===== config.mk =====
export PLATFORM = sky130hd
export DESIGN_NAME = data_mem_arbiter
export DESIGN_NICKNAME = d
export VERILOG_FILES = /design/src/rtl/data_mem_arbiter.sv
export SDC_FILE = /design/constraint.sdc
export NUM_CORES = 1
export LEC_CHECK = 0
export ABC_AREA = 1
export CAP_MARGIN = 20
export CORE_AREA = 2 2 124 126
export CTS_BUF_LIST = sky130_fd_sc_hd__clkbuf_16
export DETAILED_ROUTE_END_ITERATION = 7
export DIE_AREA = 0 0 126 128
export PLACE_DENSITY = 0.64
export SETUP_SLACK_MARGIN = 0.2
export SYNTH_ARGS = -nofsm -noshare
export SYNTH_HDL_FRONTEND = slang
export SYNTH_SLANG_ARGS = --single-unit

===== constraint.sdc =====
create_clock -name clk -period 2.4 [get_ports clk]
set_clock_uncertainty 0.05 [all_clocks]
set_input_delay 0.48 -clock clk [delete_from_list [all_inputs] [get_ports clk]]
set_output_delay 0.48 -clock clk [all_outputs]
set_load 0.01 [all_outputs]

===== src/rtl/data_mem_arbiter.sv =====
// rtl/data_mem_arbiter.sv - two-master arbiter onto a single data memory port, one transaction in flight
module data_mem_arbiter #(
    parameter int PRIORITY_MODE = 0
) (
    input  logic        clk,
    input  logic        reset,

    input  logic        m0_req_i,
    input  logic [31:0] m0_addr_i,
    input  logic        m0_we_i,
    input  logic [3:0]  m0_be_i,
    input  logic [31:0] m0_wdata_i,
    output logic        m0_gnt_o,
    output logic        m0_rvalid_o,
    output logic [31:0] m0_rdata_o,

    input  logic        m1_req_i,
    input  logic [31:0] m1_addr_i,
    input  logic        m1_we_i,
    input  logic [3:0]  m1_be_i,
    input  logic [31:0] m1_wdata_i,
    output logic        m1_gnt_o,
    output logic        m1_rvalid_o,
    output logic [31:0] m1_rdata_o,

    output logic        data_req_o,
    output logic [31:0] data_addr_o,
    output logic        data_we_o,
    output logic [3:0]  data_be_o,
    output logic [31:0] data_wdata_o,
    input  logic        data_gnt_i,
    input  logic        data_rvalid_i,
    input  logic [31:0] data_rdata_i,

    output logic        busy_o,
    output logic        owner_o
);

    typedef enum logic [1:0] {
        S_IDLE,
        S_WAIT_GNT,
        S_WAIT_RVALID
    } state_t;

    state_t state, state_next;
    logic   owner, owner_next;
    logic   last_grant, last_grant_next;
    logic   winner;
    logic   sel;
    logic   req_active;
    logic   resp_valid;

    // Winner for a fresh arbitration; a lone requester always wins, ties go by mode
    always_comb begin
        winner = 1'b0;
        if (m0_req_i && m1_req_i) begin
            winner = (PRIORITY_MODE == 1) ? 1'b0 : ~last_grant;
        end else if (m1_req_i) begin
            winner = 1'b1;
        end
    end

    // Next-state logic: pick the forwarded master and decide whether the request is live
    always_comb begin
        state_next      = state;
        owner_next      = owner;
        last_grant_next = last_grant;
        sel             = owner;
        req_active      = 1'b0;
        case (state)
            S_IDLE: begin
                sel = winner;
                if (m0_req_i || m1_req_i) begin
                    req_active = 1'b1;
                    owner_next = winner;
                    if (data_gnt_i) begin
                        state_next      = S_WAIT_RVALID;
                        last_grant_next = winner;
                    end else begin
                        state_next = S_WAIT_GNT;
                    end
                end
            end
            S_WAIT_GNT: begin
                // Owner stays locked; withdrawing the request abandons it without touching fairness
                req_active = owner ? m1_req_i : m0_req_i;
                if (!req_active) begin
                    state_next = S_IDLE;
                end else if (data_gnt_i) begin
                    state_next      = S_WAIT_RVALID;
                    last_grant_next = owner;
                end
            end
            S_WAIT_RVALID: begin
                if (data_rvalid_i) begin
                    state_next = S_IDLE;
                end
            end
            default: begin
                state_next = S_IDLE;
            end
        endcase
    end

    // State, owner and fairness registers; last_grant starts at m1 so m0 takes the first tie
    always_ff @(posedge clk) begin
        if (reset) begin
            state      <= S_IDLE;
            owner      <= 1'b0;
            last_grant <= 1'b1;
        end else begin
            state      <= state_next;
            owner      <= owner_next;
            last_grant <= last_grant_next;
        end
    end

    // Memory-side request mux and master-side grant/response steering, zeroed when idle
    always_comb begin
        data_req_o   = req_active;
        data_addr_o  = 32'h0;
        data_we_o    = 1'b0;
        data_be_o    = 4'h0;
        data_wdata_o = 32'h0;
        if (req_active) begin
            data_addr_o  = sel ? m1_addr_i  : m0_addr_i;
            data_we_o    = sel ? m1_we_i    : m0_we_i;
            data_be_o    = sel ? m1_be_i    : m0_be_i;
            data_wdata_o = sel ? m1_wdata_i : m0_wdata_i;
        end
        m0_gnt_o    = req_active && data_gnt_i && !sel;
        m1_gnt_o    = req_active && data_gnt_i &&  sel;
        resp_valid  = (state == S_WAIT_RVALID) && data_rvalid_i;
        m0_rvalid_o = resp_valid && !owner;
        m1_rvalid_o = resp_valid &&  owner;
        m0_rdata_o  = m0_rvalid_o ? data_rdata_i : 32'h0;
        m1_rdata_o  = m1_rvalid_o ? data_rdata_i : 32'h0;
        busy_o      = (state != S_IDLE);
        owner_o     = owner;
    end

endmodule


==> flow_summary.yaml, run 1 <==
worst_setup_path:
  path_cells: "nor2_4 -> nand3_4 -> nand2_4 -> clkinv_8 -> buf_6 -> clkbuf_16 -> nor2_2 -> nor2_1 -> buf_2"
  worstPathRequired_ps: 1870
  cp_max_fo: 7
  cp.arrival_ps: 1680
  path_buf_inv: 4
  cp_top_family: "simple AND/OR/NAND/NOR gates"
  cpPeakStageDelay_ps: 320
  cp_slowest_cell: "dfxtp_2"
  start_kind: "flip-flop"
  cp-end-kind: "primary output"
  path_class: "reg -> out"
sta:
  finalCriticalPeriod_ps: 2210
  slew_violations: 0
  fin_setup_tns_ps: 0
  clock.fmax_mhz: 452
  tightest_slew_ps: 210
  setup_viol: 0
  fin_crit_sh_pct: 92.1
  hold_viol: 0
  slew_headroom_pct: 85.9
  grt_setup_unrepaired: "true"
clock_tree:
  postCtsHoldBufs: 0
  clock_path_buffers: 2
  cts_tree: "yes"
  cts_max_level: 1
  clk_latency_ps: 220
  numCtsBuffers: 3
  cts-root-buf: "clkbuf_16"
  clock-sinks: 4
  clk_pin_slew_ps: 30
yosys:
  synth_cell_type_count: 18
  seq_area_frac_synth_pct: 3.81
  synthTopCellsByArea: "nor2_1 (37%), nand3b_1 (25%), nand2_1 (14%)"
  synth_area_leader_cell: "nor2_1"
  yosys_warnings: 0
  syn_area_per_cell_um2: 4.63
  synth-edff-count: 0
  synth_common_cells: "nor2_1 (208), nand2_1 (81), nand3b_1 (70)"
  syn_area_um2: 2100
  synth_top_area_share_pct: 37.2
  synth-async-reset-ratio_pct: 0
  postSynthCellCount: 454
  ys_seq_elements: 4
  ys.flop_type: "dfxtp_1"
  syn_nets: 630
  synth_most_common_cell: "nor2_1"
pwr:
  vdd_ir_drop_max_v: 0.000186
  power_leakage_nw: 3.17
  p_per_area_nw_per_um2: 323
  power_mw: 2.02
cells_and_area:
  syn2layout_area_growth_pct: 197
  final_cells: 989
  nets: 979
  drive_gt1_share_pct: 29.5
  fillers: 1623
  antenna_cells: 0
global_route:
  grt_pass1_vias: 4025
  grt_overflow: 0
  antenna_found_initial: 0
  grt_max_degree: 26
  globalRouteTotalUtil_pct: 15.8
  grt_pass1_wl_um: 20700
die:
  die-area_um2: 16100
  rows: 45
  initial_core_util_pct: 14.1
  fp.dieH_um: 128
  pin_count: 316
  die_w_um: 126
  core_um2: 14900
route:
  finalWirelength_um: 15000
  vias_per_cell: 4.24
  drtIter0Drc: 110
  routedWlPerCell_um: 15.1
  antenna_left: 0
  num_vias: 4190
  drc: 0
  drt_pass1_iterations: 4
placement:
  hpwl_um: 10200
  gp_congestion: 0.798
  port_buffers: 315
  place_inst: 952
run:
  maxCapViolCount: 0
run_status:
  status: "finished clean"
worst_hold_path:
  min_path_type: "reg -> reg"
where the power goes:
part	total, mW	switching (mW)	internal, mW
logic	1.68	0.779	0.897
registers	0.0826	0.00835	0.0743
clock network	0.259	0.0461	0.213
total	2.02	0.833	1.18
area by class of cell:
cell class / instances / area, um2 / share of cell area (%)
timing repair buffer: 378 / 3650 / 58.5
multi-input combinational: 374 / 2020 / 32.3
tap: 188 / 235 / 3.77
inverter: 42 / 175 / 2.81
sequential: 4 / 86.3 / 1.38
clock buffer: 3 / 75.1 / 1.20
flip-flops by register name (all words and copies together), names as in the netlist:
signal      cells
owner_o         1
last_grant      1
state           2
placed cells by master, fill, tap and decap left out, drive strengths merged:
master,instances
clkinv,1
dlygate4sd2,30
bufbuf,2
clkdlybuf4s15,26
buf,125
inv,41
nand3b,70
nor2,209
clkdlybuf4s50,175
a21oi,2
nand3,7
dfxtp,4
and2,1
nand2,83
clkbuf,23
o21ai,2
final timing paths:
path / from / endpoint / slack [ps] / depth (start not counted)
worst max-delay path: state[1] / data_addr_o[21] / 190 / 9
worst min-delay path: last_grant / last_grant / 450 / 2
worst max register to register: state[1] / last_grant / 1000 / 8
worst min register to register: last_grant / last_grant / 450 / 2
layer usage:
| metal | global-route usage [%] | share of wire, % |
|---|---|---|
| met1 | 18.6 | 40 |
| met2 | 30.3 | 51 |
| met3 | 3.63 | 7.9 |
| met4 | 1.29 | 0.53 |
| met5 | 0 | 0 |
metrics by stage:
stage	hold WS, ps	instance area (um2)	util (%)	setup slack [ps]
after floorplan	392	2100	-	595
after global placement	431	5630	37.9	-537
after detailed placement	421	5630	37.9	-541
after CTS	462	6090	41.0	79.4
after global routing	490	6230	41.9	101
final	447	6230	41.9	189
tightest hold or removal path, cell delays in order (launching register included):
cell     delay, ps
dfxtp_1        330
nand2_1         60
nand3_1         70
what timing repair did:
action	4_1_cts	5_1_grt
gates resized for setup	376	166
setup endpoints to repair	138	130
pin swaps	1	32
gates cloned	8	6
setup buffers	16	4
hold endpoints to repair	0	0
kinds of logic after synthesis:
family / share of synthesized area [%]
DFF: 3.81
and+or+nand+nor: 80.0
buffers and inverters: 15.2
AOI/OAI and AO/OA: 0.953
(Power assumes the default switching activity.)
==> run 2: changes to the inputs <==
--- a/config.mk
+++ b/config.mk
@@ -6,6 +6,7 @@
 export NUM_CORES = 1
 export LEC_CHECK = 0
 export ABC_AREA = 1
+export ABC_CLOCK_PERIOD_IN_PS = 2400
 export CAP_MARGIN = 20
 export CORE_AREA = 2 2 124 126
 export CTS_BUF_LIST = sky130_fd_sc_hd__clkbuf_16
==> constraint.sdc (replaced) <==
create_clock -name clk -period 2.4 [get_ports clk]
set_clock_uncertainty 0.05 [all_clocks]
set_input_delay 0.48 -clock clk [delete_from_list [all_inputs] [get_ports clk]]
set_output_delay 0.48 -clock clk [all_outputs]
set_load 0.02 [all_outputs]
==> run 2 against run 1 <==
  * Critical path depth unchanged
  * Core utilization increased by 0.38 points
  * Final cell count increased by 0.20%
  * Fmax decreased by 0.55%
  * Wire length decreased by 1.4%
  * Sequential share of layout area about the same
  * Combinational power increased by 20%
  * Hold slack got worse by 3.4 ps
  * Non-clock buffer count increased by 2
==> flow_summary.yaml, run 2 (synthesis results as in run 1) <==
cells_and_area:
  drive_gt1_share_pct: 33.9
  mostFrequentLayoutCells: "nor2_1 (176), clkdlybuf4s50_1 (174), buf_4 (79), nand3b_1 (70), nand2_1 (61)"
  nets: 981
  largest_register_ffs: 2
  top_register: "state"
  antenna_cells: 0
  final_common_cell: "nor2_1"
  syn2layout_area_growth_pct: 199
sta:
  finalCriticalPeriod_ps: 2220
  grt_setup_unrepaired: "true"
  hold_viol: 0
  slew_headroom_pct: 82.0
  setup_viol: 0
  tightest_slew_ps: 270
  fin_setup_tns_ps: 0
  clock.fmax_mhz: 450
  slew_violations: 0
  fin_crit_sh_pct: 92.6
worst_setup_path:
  crit_top_cell: "buf_6"
  cp_slowest_cell: "dfxtp_2"
  cpPeakStageDelay_ps: 320
  cp_top_family: "buffers and inverters"
  path_class: "reg -> out"
  worstPathRequired_ps: 1870
  cp-end-kind: "primary output"
  path_buf_inv: 4
  start_kind: "flip-flop"
  path_cells: "nor2_4 -> buf_6 -> o21ai_4 -> nand2_8 -> buf_6 -> clkbuf_16 -> nand2_1 -> nor2_1 -> buf_4"
  cp.arrival_ps: 1690
  cp_max_fo: 8
placement:
  port_buffers: 315
  hpwl_um: 10400
  gp_congestion: 0.783
pwr:
  power_mw: 2.37
  switching_power_mw: 1.04
  p_int_mw: 1.33
  p_seq_share_pct: 3.5
  power_leakage_nw: 3.13
  p_clk_share_pct: 11.1
  combPwrFrac_pct: 85.4
  vdd_ir_drop_max_v: 0.000241
  p_per_area_nw_per_um2: 376
  p_sw_share_pct: 43.9
run_status:
  status: "finished clean"
clock_tree:
  cts_max_level: 1
  clock-sinks: 4
  clk_pin_slew_ps: 30
  numCtsBuffers: 3
  clock_path_buffers: 2
  cts-root-buf: "clkbuf_16"
  clk_latency_ps: 230
  cts_tree: "yes"
global_route:
  grt_pass1_wl_um: 21000
  grt_overflow: 0
  grt_max_degree: 31
  globalRouteTotalUtil_pct: 16.1
  grt_pass1_vias: 4067
  antenna_found_initial: 0
die:
  rows: 45
  pin_count: 316
  die-area_um2: 16100
  fp.dieH_um: 128
  initial_core_util_pct: 14.1
  core_um2: 14900
  die_w_um: 126
route:
  num_vias: 4128
  finalWirelength_um: 14700
  routedWlPerCell_um: 14.9
  drc: 0
  drtIter0Drc: 126
  antenna_left: 0
  vias_per_cell: 4.17
  drt_pass1_iterations: 4
run:
  maxCapViolCount: 0
worst_hold_path:
  min_path_type: "reg -> reg"
## run 2: cell count changes in the layout (fill, tap and decap cells not counted), sizes merged
| cell | change |
|---|---|
| buf | +37 |
| dlygate4sd2 | -28 |
| clkbuf | -7 |
| clkdlybuf4s15 | +3 |
| bufbuf | -2 |
| clkdlybuf4s50 | -1 |
## run 2: per-layer routing
layer	global-route usage [%]	vias up	share of wire, %
met5	0	-	0
met4	1.36	0	0.24
met3	3.30	2	8.3
met2	30.6	219	51
met1	19.4	1827	40
li1	-	2080	-
## run 2: area by class of cell
| cell class | count | area (um2) |
|---|---|---|
| clock buffer | 3 | 75.1 |
| fill | 1565 | 8570 |
| inverter | 42 | 170 |
| multi-input combinational | 374 | 2000 |
| sequential | 4 | 86.3 |
| tap | 188 | 235 |
| timing repair buffer | 380 | 3730 |
## run 2: path summary, 6_finish.rpt
path | start | slack, ps | to | cells after the start
worst max-delay path | state[1] | 180 | data_wdata_o[17] | 9
worst min-delay path | last_grant | 440 | last_grant | 2
worst max register to register | state[1] | 1050 | last_grant | 8
worst min register to register | last_grant | 440 | last_grant | 2
## run 2: power by group through the flow
stage               Combinational, mW  Clock (mW)  Sequential, mW
global placement                 1.66           0          0.0817
global route                     2.16       0.271          0.0841
CTS                              1.77       0.266          0.0824
finish                           2.02       0.262          0.0832
detailed placement               1.66           0          0.0818
floorplan                       0.759           0          0.0826
## run 2: what timing repair did
item	CTS	global route
pin swaps	6	39
endpoints found under the setup margin	137	127
hold buffers	0	0
setup buffers	9	8
gates resized for setup	505	200
cloned	7	5
## run 2: through the flow
step	setup slack [ps]	hold WS [ps]	cells	util [%]	area (um2)
floorplan	267	392	454	-	2100
global placement	-584	420	959	38.1	5670
detailed placement	-590	432	959	38.1	5670
CTS	24.5	441	978	40.7	6050
global route	105	492	991	42.3	6290
finish	177	444	991	42.3	6290
## run 2: worst register-to-register path, stage by stage (launching register included)
cell and delay, ps:
dfxtp_2 320, nor2_4 200, inv_2 80, nand2_4 120
nand2_4 90, buf_4 140, nand3_1 100, buf_4 110
nand3_1 50
